<file path="config.mk">
export PLATFORM = sky130hd
export DESIGN_NAME = disp_scan_ctrl
export DESIGN_NICKNAME = d
export VERILOG_FILES = /design/src/rtl/disp_pkg.sv /design/src/rtl/bin2bcd_seq.sv /design/src/rtl/disp_scan_ctrl.sv
export SDC_FILE = /design/constraint.sdc
export NUM_CORES = 1
export LEC_CHECK = 0
export ABC_AREA = 0
export BUFFER_PORTS_ARGS = -buffer_cell sky130_fd_sc_hd__buf_4
export CORE_ASPECT_RATIO = 1.2
export CORE_MARGIN = 2
export CORE_UTILIZATION = 35
export DETAILED_ROUTE_END_ITERATION = 7
export GPL_ROUTABILITY_DRIVEN = 0
export PLACE_DENSITY = 0.55
export SLEW_MARGIN = 15
export SYNTH_ARGS = -nofsm -noshare
export SYNTH_HDL_FRONTEND = slang
export SYNTH_SLANG_ARGS = --single-unit
</file>
<file path="constraint.sdc">
create_clock -name clk -period 2.1 [get_ports clk]
set_input_delay 0.42 -clock clk [delete_from_list [all_inputs] [get_ports clk]]
set_output_delay 0.42 -clock clk [all_outputs]
set_load 0.005 [all_outputs]
</file>
<file path="src/rtl/disp_pkg.sv">
// disp_pkg: shared definitions for the SAP-1 7-segment output stage.
//   BCD_BLANK  - code the shared decoder renders dark (any code > 9 is dark)
//   conv_state_t - conversion FSM states (IDLE, SHIFT, COMMIT)
//   iter_width - width of the double-dabble iteration counter for a given DATA_W
package disp_pkg;

  localparam logic [3:0] BCD_BLANK = 4'hF;

  typedef enum logic [1:0] {
    IDLE,
    SHIFT,
    COMMIT
  } conv_state_t;

  // The counter must be able to hold DATA_W itself, hence DATA_W + 1 values.
  function automatic int iter_width(input int data_w);
    return $clog2(data_w + 1);
  endfunction

endpackage

</file>
<file path="src/rtl/bin2bcd_seq.sv">
// bin2bcd_seq: sequential double-dabble binary-to-BCD engine.
// Ports:
//   clk, rst_n  - clock, asynchronous active-low reset
//   start       - accepted in IDLE and in COMMIT (back-to-back restart)
//   bin_in      - binary value captured when start is accepted
//   done        - high for the single COMMIT cycle; bcd_out is final then
//   bcd_out     - BCD accumulator, nibble 0 is the least significant digit
// A conversion takes DATA_W SHIFT cycles followed by one COMMIT cycle.
module bin2bcd_seq
  import disp_pkg::*;
#(
  parameter int DATA_W     = 8,
  parameter int NUM_DIGITS = 3
) (
  input  logic                    clk,
  input  logic                    rst_n,
  input  logic                    start,
  input  logic [DATA_W-1:0]       bin_in,
  output logic                    done,
  output logic [4*NUM_DIGITS-1:0] bcd_out
);

  localparam int IW = iter_width(DATA_W);
  localparam int BW = 4 * NUM_DIGITS;
  localparam int SW = BW + DATA_W;

  conv_state_t    state, state_next;
  logic [SW-1:0]  sreg, sreg_next, corrected;
  logic [IW-1:0]  iter, iter_next;

  assign bcd_out = sreg[SW-1 -: BW];

  // Add-3 correction: every BCD nibble that is 5 or more is bumped by 3
  // before the shift, so that the shift carries correctly into the next digit.
  always_comb begin
    corrected = sreg;
    for (int i = 0; i < NUM_DIGITS; i++) begin
      if (sreg[DATA_W + 4*i +: 4] >= 4'd5)
        corrected[DATA_W + 4*i +: 4] = sreg[DATA_W + 4*i +: 4] + 4'd3;
    end
  end

  // Next-state logic. The {bcd,bin} register shifts left so binary bits
  // leave the MSB of the binary field and enter BCD nibble 0. A start seen
  // in COMMIT reloads immediately so queued values lose no cycle.
  always_comb begin
    state_next = state;
    sreg_next  = sreg;
    iter_next  = iter;
    done       = 1'b0;
    case (state)
      IDLE: begin
        if (start) begin
          sreg_next  = {{BW{1'b0}}, bin_in};
          iter_next  = '0;
          state_next = SHIFT;
        end
      end
      SHIFT: begin
        sreg_next = {corrected[SW-2:0], 1'b0};
        iter_next = iter + 1'b1;
        if (iter == IW'(DATA_W - 1))
          state_next = COMMIT;
      end
      COMMIT: begin
        done = 1'b1;
        if (start) begin
          sreg_next  = {{BW{1'b0}}, bin_in};
          iter_next  = '0;
          state_next = SHIFT;
        end else begin
          state_next = IDLE;
        end
      end
      default: state_next = IDLE;
    endcase
  end

  // State register for the conversion FSM and its datapath.
  always_ff @(posedge clk or negedge rst_n) begin
    if (!rst_n) begin
      state <= IDLE;
      sreg  <= '0;
      iter  <= '0;
    end else begin
      state <= state_next;
      sreg  <= sreg_next;
      iter  <= iter_next;
    end
  end

endmodule

</file>
<file path="src/rtl/disp_scan_ctrl.sv">
// disp_scan_ctrl: SAP-1 7-segment output sequencer.
// Ports:
//   clk, rst_n - clock, asynchronous active-low reset
//   load       - single-cycle strobe sampling value
//   value      - binary number to display
//   busy       - high while a conversion is in progress
//   digit_bcd  - BCD code of the selected digit, to the shared decoder
//   digit_sel  - one-hot active-high digit enable, bit 0 = least significant
// Optional feature macro: LEAD_ZERO_BLANK_EN - leading zeros above the most
// significant non-zero digit are driven as BCD_BLANK (digit 0 never blanked).
module disp_scan_ctrl
  import disp_pkg::*;
#(
  parameter int DATA_W      = 8,
  parameter int NUM_DIGITS  = 3,
  parameter int REFRESH_DIV = 50000
) (
  input  logic                  clk,
  input  logic                  rst_n,
  input  logic                  load,
  input  logic [DATA_W-1:0]     value,
  output logic                  busy,
  output logic [3:0]            digit_bcd,
  output logic [NUM_DIGITS-1:0] digit_sel
);

  localparam int BW   = 4 * NUM_DIGITS;
  localparam int CW   = $clog2(REFRESH_DIV);
  localparam int IDXW = (NUM_DIGITS > 1) ? $clog2(NUM_DIGITS) : 1;
`ifdef LEAD_ZERO_BLANK_EN
  // Reset display is 0, so every digit above digit 0 starts blanked.
  localparam logic [NUM_DIGITS-1:0] BLANK_RST = ~NUM_DIGITS'(1);
`else
  localparam logic [NUM_DIGITS-1:0] BLANK_RST = '0;
`endif

  logic                  eng_start, eng_done;
  logic [DATA_W-1:0]     eng_bin;
  logic [BW-1:0]         eng_bcd;
  logic                  pend_flag;
  logic [DATA_W-1:0]     pend_val;
  logic [BW-1:0]         disp, disp_next;
  logic [NUM_DIGITS-1:0] blank, blank_next;
  logic [CW-1:0]         refresh_cnt;
  logic [IDXW-1:0]       idx, idx_next;
  logic                  wrap;

  // A new conversion starts on a load when idle, or at COMMIT when either a
  // fresh load arrives (newest value wins) or a pending value is waiting.
  assign eng_start = (load && (!busy || eng_done)) || (eng_done && pend_flag);
  assign eng_bin   = load ? value : pend_val;

  bin2bcd_seq #(
    .DATA_W    (DATA_W),
    .NUM_DIGITS(NUM_DIGITS)
  ) u_engine (
    .clk    (clk),
    .rst_n  (rst_n),
    .start  (eng_start),
    .bin_in (eng_bin),
    .done   (eng_done),
    .bcd_out(eng_bcd)
  );

  // busy mirrors the engine being out of IDLE; it only drops at a COMMIT
  // that has nothing queued behind it.
  always_ff @(posedge clk or negedge rst_n) begin
    if (!rst_n)         busy <= 1'b0;
    else if (eng_start) busy <= 1'b1;
    else if (eng_done)  busy <= 1'b0;
  end

  // One-deep pending register. Loads during a conversion overwrite it; it is
  // consumed (or superseded by a simultaneous load) at COMMIT.
  always_ff @(posedge clk or negedge rst_n) begin
    if (!rst_n) begin
      pend_flag <= 1'b0;
      pend_val  <= '0;
    end else if (eng_done) begin
      pend_flag <= 1'b0;
    end else if (load && busy) begin
      pend_flag <= 1'b1;
      pend_val  <= value;
    end
  end

  // Display digits and blank mask change together, only at COMMIT, so a
  // partially converted number is never visible.
  always_comb begin
    disp_next  = disp;
    blank_next = blank;
    if (eng_done) begin
      disp_next  = eng_bcd;
      blank_next = '0;
`ifdef LEAD_ZERO_BLANK_EN
      begin
        logic all_zero_above;
        all_zero_above = 1'b1;
        for (int i = NUM_DIGITS - 1; i > 0; i--) begin
          all_zero_above = all_zero_above && (eng_bcd[4*i +: 4] == 4'd0);
          blank_next[i]  = all_zero_above;
        end
      end
`endif
    end
  end

  // Scanner index: advances one digit each time the refresh counter wraps.
  always_comb begin
    wrap     = (refresh_cnt == CW'(REFRESH_DIV - 1));
    idx_next = idx;
    if (wrap) begin
      if (idx == IDXW'(NUM_DIGITS - 1)) idx_next = '0;
      else                              idx_next = idx + 1'b1;
    end
  end

  // Scanner and display registers. digit_sel and digit_bcd are both taken
  // from next-state values in the same edge so select and data never skew,
  // and a commit shows up on the very edge it happens.
  always_ff @(posedge clk or negedge rst_n) begin
    if (!rst_n) begin
      refresh_cnt <= '0;
      idx         <= '0;
      disp        <= '0;
      blank       <= BLANK_RST;
      digit_sel   <= NUM_DIGITS'(1);
      digit_bcd   <= 4'd0;
    end else begin
      refresh_cnt <= wrap ? '0 : refresh_cnt + 1'b1;
      idx         <= idx_next;
      disp        <= disp_next;
      blank       <= blank_next;
      digit_sel   <= NUM_DIGITS'(1) << idx_next;
      digit_bcd   <= blank_next[idx_next] ? BCD_BLANK : disp_next[4*idx_next +: 4];
    end
  end

endmodule

</file>
==> summary.txt <==
outcome -> finished clean
Avg Inst Size Synth -> 10.2 um2
total CTS buffers -> 9
Post-synth ARST share -> 100%
DRC -> 0
ANT cells -> 0
final hold violations -> 0
Initial Util -> 36.1%
worst hold path type -> primary input to async pin
Pins Over Slew Limit -> 0
count of cell types in the netlist -> 47
DR WL/cell -> 13.4 um
Synth warnings -> 0
vias -> 2505
Post-DRT Antenna Nets -> 0
most common cell in the netlist -> dfrtp_1
final cycle utilization of the critical path -> 93.2%
global-route layer with the greatest usage -> met2
max_slew headroom -> 63.6%
Clk pin slew, worst setup/hold paths -> 0.06 ns
Leakage -> 1.98 nW
# resized after CTS -> 0
CTS Buffer Depth -> 2
post-synth top area share -> 51.7%
PortBufs -> 18
overall power -> 4.67 mW
GR met3 Demand/Resource -> 3.50%
Net Count, Synth -> 374
Setup crit end kind -> flip-flop
VDD IR max -> 0.432 mV
Startpoint Class -> flip-flop
Max Fanout on Critical Path -> 8
Final nets -> 396
required time of the worst setup path -> 2.29 ns
GR Layer Usage met1 -> 16.8%
Syn Std Cell Area -> 3630 um2
Fin Clk Skew -> 0.0112 ns
Pwr per Cell Area -> 1110 nW/um2
Max stage delay cell, worst path -> dfrtp_1
Die Area -> 11200 um2
IO Count -> 19
cts hold-fix bufs -> 0
site row count -> 40
Setup WS pre-CTS -> 0.184 ns
CP cell instances -> ha_1, and3_2, nand4_1, buf_4, o21ai_0, o211ai_1
Total Wirelength -> 6820 um
measured slew at the worst slew-check pin -> 0.545 ns
H-Tree Depth -> 3
EDFF count, synth -> 0
Die X -> 96.9 um
Post-DP HPWL -> 4740 um
R2R Setup Slk -> 0.14 ns
post-synthesis to final-layout area growth -> 15.9%
Synth Register Bits -> 76
Area contributors post-synth -> dfrtp_1, nand2_1, mux2i_1
Final WS setup -> 0.143 ns
Clock Tree Root -> clkbuf_16
first-pass GRT wire length -> 12400 um
CTS tree -> built
die height -> 116 um
drt initial violations -> 109
area leader, netlist -> dfrtp_1
RSZ-0062 raised after global routing -> false
Synth Flop Type -> dfrtp_1
post-layout util -> 41.8%
Largest stage delay, worst path -> 0.40 ns
vias in the first global route -> 2674
initial antenna violation count -> 0
GR Util met2 -> 23.8%
Sink Count -> 76
vias per std cell -> 4.93
max-cap viol count -> 0
fillers -> 989
Final Setup Violations -> 0
postcts setup bufs -> 0
share of cells above drive strength 1 -> 15.4%
register area share after synthesis -> 52.4%
Commonest cells post-synth -> dfrtp_1, nand2_1, nor2_1
core area -> 10100 um2
setup tns final -> 0 ns
CP Class -> flip-flop to flip-flop
total gr overflow -> 0
minimum clock period -> 1.96 ns
arrival time at the worst endpoint -> 2.15 ns
worst r2r path cells -> 6
gr usage total -> 13.7%
f_max -> 511 MHz
Syn Inst Count -> 355
largest net degree at the start of global routing -> 77
worst skew pair latency -> 0.33 ns
DR pass1 iterations -> 4
-- worst paths after layout --
| path | start | to |
|---|---|---|
| max | refresh_cnt[0]$_DFF_PN0_ | digit_bcd[1]$_DFF_PN0_ |
| min | rst_n | blank[0]$_DFF_PN0_ |
| max reg2reg | refresh_cnt[0]$_DFF_PN0_ | digit_bcd[1]$_DFF_PN0_ |
| min reg2reg | u_engine.iter[3]$_DFFE_PN0P_ | u_engine.state[1]$_DFFE_PN0P_ |
| max in group asynchronous | rst_n | digit_sel[0]$_DFF_PN1_ |
| min in group clk | value[0] | pend_val[0]$_DFFE_PN0P_ |
-- final cells by class --
type,instances,area [um2],area share [%]
multi-input combinational,248,1570,37.4
clock buffer,11,243,5.77
inverter,16,60.1,1.43
sequential,76,1900,45.3
tap,126,158,3.75
timing repair buffer,26,208,4.94
clock inverter,5,60.1,1.43
-- registers in the layout (all words and copies together), names as in the netlist --
name	flops
u_engine.sreg	20
refresh_cnt	16
disp	12
pend_val	8
digit_bcd	4
u_engine.iter	4
blank	3
digit_sel	3
idx	2
u_engine.state	2
busy	1
pend_flag	1
-- routing by layer --
layer	wire (um)	vias to the layer above	part of all wire (%)
li1	-	1262	-
met1	3130	1209	46
met2	3430	32	50
met3	210	2	3.1
met4	42	0	0.62
met5	0	-	0
-- report_power, final --
part	total (mW)	leakage (nW)	internal, mW	switching [mW]
Combinational	1.13	0.847	0.478	0.649
Clock	1.54	0.146	0.956	0.588
Sequential	2.00	0.990	1.78	0.228
Total	4.67	1.98	3.21	1.46
-- through the flow --
step                      hold WS (ns)  std cells  area (um2)
after floorplan                  0.124        355        3630
after global placement           0.463        492        3900
after detailed placement         0.464        492        3900
after CTS                        0.124        508        4200
after global routing             0.134        508        4200
final                            0.109        508        4200
-- cell families after synthesis --
logic type	Yosys count	share of synthesized area [%]
buffers and inverters	31	4.21
flip-flops	76	52.4
AND/OR/NAND/NOR	125	16.2
multiplexers	25	7.21
adder cells (fa/ha/maj)	8	2.76
XOR/XNOR	20	5.34
AO/OA/AOI/OAI	70	11.8
-- cell usage in the layout, fill, tap and decap left out, types with 2 or more instances in the layout --
| master | netlist | final |
|---|---|---|
| dfrtp_1 | 75 | 75 |
| nand2_1 | 57 | 57 |
| nor2_1 | 30 | 30 |
| o21ai_0 | 27 | 27 |
| buf_4 | 1 | 25 |
| mux2i_1 | 16 | 16 |
| a21oi_1 | 16 | 16 |
| inv_1 | 15 | 15 |
| xor2_1 | 13 | 13 |
| mux2_2 | 9 | 9 |
| clkbuf_16 | 0 | 9 |
| nand2b_1 | 8 | 8 |
| ha_1 | 8 | 8 |
| nand3_1 | 7 | 7 |
| o22ai_1 | 6 | 6 |
| xnor2_1 | 6 | 6 |
| nor3_1 | 5 | 5 |
| nand4_1 | 4 | 4 |
| o211ai_1 | 4 | 4 |
| o31ai_1 | 4 | 4 |
| o221ai_1 | 3 | 3 |
| a2bb2oi_1 | 3 | 3 |
| and2_1 | 2 | 2 |
| and3_1 | 2 | 2 |
-- worst max-delay path, delay by kind of cell, from the launching register on --
kind,cells,cell delay [ns]
fa+ha+maj,1,0.24
buf+inv,1,0.29
compound gates,2,0.33
simple gates,2,0.56
flops,1,0.40
Power figures use the tool's default switching activity.
